--- config.mk ---
export PLATFORM = sky130hd
export DESIGN_NAME = mem_port_arbiter
export DESIGN_NICKNAME = d
export VERILOG_FILES = /design/src/rtl/mem_port_arbiter.sv
export SDC_FILE = /design/constraint.sdc
export NUM_CORES = 1
export LEC_CHECK = 0
export CAP_MARGIN = 20
export CORE_MARGIN = 1.5
export CORE_UTILIZATION = 42
export DETAILED_ROUTE_END_ITERATION = 10
export GPL_TIMING_DRIVEN = 0
export PLACE_DENSITY = 0.85
export SLEW_MARGIN = 40
export SYNTH_ARGS = -nofsm -noshare
export SYNTH_HDL_FRONTEND = slang
export SYNTH_SLANG_ARGS = --single-unit
--- constraint.sdc ---
create_clock -name clk -period 2.22 [get_ports clk]
set_clock_uncertainty 0.15 [all_clocks]
set_input_delay 0.444 -clock clk [delete_from_list [all_inputs] [get_ports clk]]
set_output_delay 0.444 -clock clk [all_outputs]
set_load 0.01 [all_outputs]
--- src/rtl/mem_port_arbiter.sv ---
// Arbiter sharing one memory port between the CPU and the debug unit.
// Round-robin on ties, debug hold blocks new CPU grants, one-cycle ack with captured read data.
module mem_port_arbiter #(
  parameter int AW     = 8,
  parameter int DW     = 32,
  parameter int RD_LAT = 1
) (
  input  logic          clk,
  input  logic          rst_n,
  input  logic          cpu_req,
  input  logic          cpu_we,
  input  logic [AW-1:0] cpu_addr,
  input  logic [DW-1:0] cpu_wdata,
  output logic [DW-1:0] cpu_rdata,
  output logic          cpu_ack,
  output logic          cpu_wait,
  input  logic          dbu_req,
  input  logic          dbu_we,
  input  logic [AW-1:0] dbu_addr,
  input  logic [DW-1:0] dbu_wdata,
  output logic [DW-1:0] dbu_rdata,
  output logic          dbu_ack,
  input  logic          dbu_hold,
  output logic [AW-1:0] mem_addr,
  output logic          mem_we,
  output logic [DW-1:0] mem_wdata,
  input  logic [DW-1:0] mem_rdata,
  output logic          busy
);
  // state  | meaning
  // IDLE   | arbitrate eligible requests, grant one
  // ACCESS | drive memory: write for 1 cycle, read for RD_LAT+1 cycles
  // ACK    | one-cycle ack to the granted requester
  typedef enum logic [1:0] {IDLE = 2'd0, ACCESS = 2'd1, ACK = 2'd2} state_t;

  localparam logic [1:0] LAT_LOAD = 2'(RD_LAT);

  state_t     state, state_nx;
  logic       last_dbu, gnt_dbu, we_q;
  logic [1:0] cnt;
  logic       cpu_elig, dbu_elig, grant, pick_dbu;

  assign cpu_elig = cpu_req & ~dbu_hold;
  assign dbu_elig = dbu_req;
  assign grant    = cpu_elig | dbu_elig;
  // On a tie the side that did not win last time gets the port
  assign pick_dbu = dbu_elig & (~cpu_elig | ~last_dbu);

  always_comb begin
    state_nx = state;
    mem_we   = 1'b0;
    cpu_ack  = 1'b0;
    dbu_ack  = 1'b0;
    busy     = (state != IDLE);
    case (state)
      IDLE:   if (grant) state_nx = ACCESS;
      ACCESS: begin
        mem_we = we_q;
        if (we_q || cnt == 2'd0) state_nx = ACK;
      end
      ACK: begin
        cpu_ack  = ~gnt_dbu;
        dbu_ack  = gnt_dbu;
        state_nx = IDLE;
      end
      default: state_nx = IDLE;
    endcase
    cpu_wait = cpu_req & ~cpu_ack;
  end

  always_ff @(posedge clk or negedge rst_n) begin
    if (!rst_n) begin
      state     <= IDLE;
      last_dbu  <= 1'b1;
      gnt_dbu   <= 1'b0;
      we_q      <= 1'b0;
      cnt       <= 2'd0;
      mem_addr  <= '0;
      mem_wdata <= '0;
      cpu_rdata <= '0;
      dbu_rdata <= '0;
    end else begin
      state <= state_nx;
      if (state == IDLE && grant) begin
        gnt_dbu   <= pick_dbu;
        last_dbu  <= pick_dbu;
        we_q      <= pick_dbu ? dbu_we    : cpu_we;
        mem_addr  <= pick_dbu ? dbu_addr  : cpu_addr;
        mem_wdata <= pick_dbu ? dbu_wdata : cpu_wdata;
        cnt       <= LAT_LOAD;
      end
      // Read data is valid on the edge that ends the last ACCESS cycle
      if (state == ACCESS && !we_q) begin
        if (cnt == 2'd0) begin
          if (gnt_dbu) dbu_rdata <= mem_rdata;
          else         cpu_rdata <= mem_rdata;
        end else begin
          cnt <= cnt - 2'd1;
        end
      end
    end
  end

endmodule

==> impl_metrics.json <==
{
  "final_common_cell": "clkdlybuf4s50_1",
  "p_leak_nw": 3.38,
  "finalHoldViolations": 0,
  "cts_sinks": 111,
  "hp-class": "reg -> reg",
  "fin_util_pct": 66.4,
  "syn_area_per_cell_um2": 11.5,
  "p_sw_w": 0.00334,
  "route.detailed.drc": 0,
  "post-route-period-util_pct": 97.5,
  "synthTopCellsByArea": "dfrtp_1 (53%), mux2_2 (14%), a221oi_1 (7.0%)",
  "core-area_um2": 12000,
  "swShare_pct": 33.2,
  "crit_required_ns": 1.63,
  "pwr-share-seq_pct": 35.7,
  "htreeDepth": 3,
  "grt_max_degree": 80,
  "n_antenna_cell": 0,
  "p_comb_share_pct": 47.7,
  "die_height_um": 114,
  "path_clk_slew_ns": 0.07,
  "whs_path_depth": 1,
  "synthCells": 449,
  "ff2ff_setup_slack_ns": 0.11,
  "die_area_um2": 13000,
  "design_area_um2": 7970,
  "slew_headroom_pct": 66.1,
  "start_util_pct": 42.9,
  "synth-async-reset-ratio_pct": 100,
  "setup_violations": 0,
  "syn_area_um2": 5160,
  "routed_wl_um": 14900,
  "seq_area_frac_synth_pct": 53.9,
  "fin_cells": 839,
  "layout_common_cells": "clkdlybuf4s50_1 (222), dfrtp_1 (108), mux2_2 (64)",
  "synth.distinct_cells": 27,
  "cts_tree": "yes",
  "top_level_ports": 228,
  "synth_edf_count": 0,
  "pwr-share-clk_pct": 16.6,
  "r2r-end": "cpu_rdata[8]$_DFFE_PN0P_",
  "dp_hpwl_um": 11300,
  "wl_per_cell_um": 17.8,
  "ir_drop_mv": 0.555,
  "p_per_area_nw_per_um2": 1260,
  "area.growth.synth_to_final_pct": 54.5,
  "timing.final.crit_period_ns": 2.17,
  "die_w_um": 114,
  "clk_latency_ns": 0.34,
  "cp-startpoint": "gnt_dbu$_DFFE_PN0P_",
  "cp_data_arrival_time_ns": 1.57,
  "grt_pass1_wl_um": 23800,
  "worstSetupStartpointType": "flop",
  "intPower_w": 0.00674,
  "root_buffer": "clkbuf_16",
  "fin_nets": 806,
  "critical_path.max_fanout": 5,
  "r2r_cells": 4,
  "cts_made_buffers": 9,
  "rows": 40,
  "fmax_mhz": 462,
  "layout-drive-gt1-share_pct": 14.6,
  "viasPerCell": 5.38,
  "vias": 4515,
  "io_buffer_count": 227,
  "rsz0062_at_grt": "no",
  "yosys_warnings": 0,
  "place_area_um2": 7650,
  "ys_seq_elements": 111,
  "grt_pass1_vias": 4633,
  "syn-num-nets": 568,
  "drtPass1Iterations": 4,
  "postRouteAntennaNets": 0,
  "antenna_found_initial": 0,
  "critPathCapture": "dbu_ack",
  "worst_pin_slew_ns": 0.509,
  "status": "completed",
  "criticalPathCategory": "reg -> out",
  "numPlacedInstances": 824,
  "end_kind": "primary output",
  "clockBufferDepth": 2,
  "rr_startpoint": "state[1]$_DFFE_PN0P_",
  "synth_flop_cell": "dfrtp_1",
  "maxCapViolations": 0,
  "grt_overflow": 0,
  "synth_top_area_share_pct": 53.4,
  "fin_tns_setup_ns": 0,
  "grtUsageTotal_pct": 23.3,
  "hold_ws_ns": 0.339,
  "synth_top_area_cell": "dfrtp_1",
  "drt_iter0_drc": 318,
  "drv_slew": 0,
  "gp_congestion": 0.775
}
layout make-up:
| cell class | instances | area, µm² |
|---|---|---|
| clock inverters | 5 | 65.1 |
| multi-input cells | 253 | 2040 |
| repair buffers | 229 | 2310 |
| clock buffers | 11 | 243 |
| well taps | 147 | 184 |
| inverters | 43 | 161 |
| plain buffers | 40 | 188 |
| flip-flops and latches | 111 | 2780 |
| fillers | 915 | 4040 |
flip-flops by register name, summed over array words and instances (netlist names):
| register | flops |
|---|---|
| mem_wdata | 32 |
| dbu_rdata | 32 |
| cpu_rdata | 32 |
| gnt_dbu | 1 |
| state | 2 |
| cnt | 2 |
| mem_addr | 8 |
| last_dbu | 1 |
| we_q | 1 |
metrics by stage:
stage                     setup slack [ns]  total power, W
after global placement               -3.50         0.00826
after floorplan                      0.317         0.00570
after detailed placement            -0.546         0.00845
after CTS                           0.0270          0.0101
final                               0.0548          0.0101
after global routing                0.0156          0.0107
synthesized netlist by cell type (all sizes together), types with 2 or more instances:
cell type,n
dfrtp,110
mux2,66
inv,43
o21ai,42
a221oi,41
a22oi,41
and2,41
clkbuf,31
buf,11
nor2,4
nor3b,4
and3b,2
nand2,2
worst min-delay path by stage:
stage / start / to / slack [ns]
2_1_floorplan: rst_n / cnt[0]$_DFF_PN0_ / -0.002
4_1_cts: cpu_rdata[6]$_DFFE_PN0P_ / cpu_rdata[6]$_DFFE_PN0P_ / 0.34
3_5_place_dp: rst_n / mem_wdata[22]$_DFFE_PN0P_ / 0.18
3_3_place_gp: cpu_rdata[5]$_DFFE_PN0P_ / cpu_rdata[5]$_DFFE_PN0P_ / 0.32
5_1_grt: cpu_rdata[5]$_DFFE_PN0P_ / cpu_rdata[5]$_DFFE_PN0P_ / 0.36
6_report: cpu_rdata[6]$_DFFE_PN0P_ / cpu_rdata[6]$_DFFE_PN0P_ / 0.34
routing by layer:
layer	global-route usage (%)	up-vias	routed length [µm]
li1	-	2094	-
met4	7.58	0	241
met1	28.4	2200	6180
met2	41.3	203	7480
met3	4.94	18	1020
met5	0	-	0
timing repair:
action                     in CTS  in global routing
pin swaps                       1                  0
hold endpoints to repair       32                  0
hold buffers                    1                  0
gates resized for setup        10                  5
setup endpoints to repair      36                  2
buffers inserted                0                  0
kinds of logic after synthesis:
| group | after synthesis | share of synthesized area, % |
|---|---|---|
| AO/OA/AOI/OAI | 126 | 17.3 |
| buffers and inverters | 85 | 6.77 |
| flip-flops | 111 | 53.9 |
| multiplexers | 66 | 14.4 |
| AND/OR/NAND/NOR | 61 | 7.69 |
power groups by stage:
stage                     clock network, W  logic [W]  registers (W)
after floorplan                          0    0.00171        0.00398
after global placement                   0    0.00468        0.00358
after detailed placement                 0    0.00482        0.00363
after CTS                          0.00170    0.00483        0.00361
after global routing               0.00179    0.00517        0.00372
final                              0.00167    0.00481        0.00360
worst max-delay path: stages (launching register included):
cell	delay, ns
dfrtp_1	0.47
and3b_1	0.20
clkdlybuf4s50_1	0.56
Power figures use the tool's default switching activity.
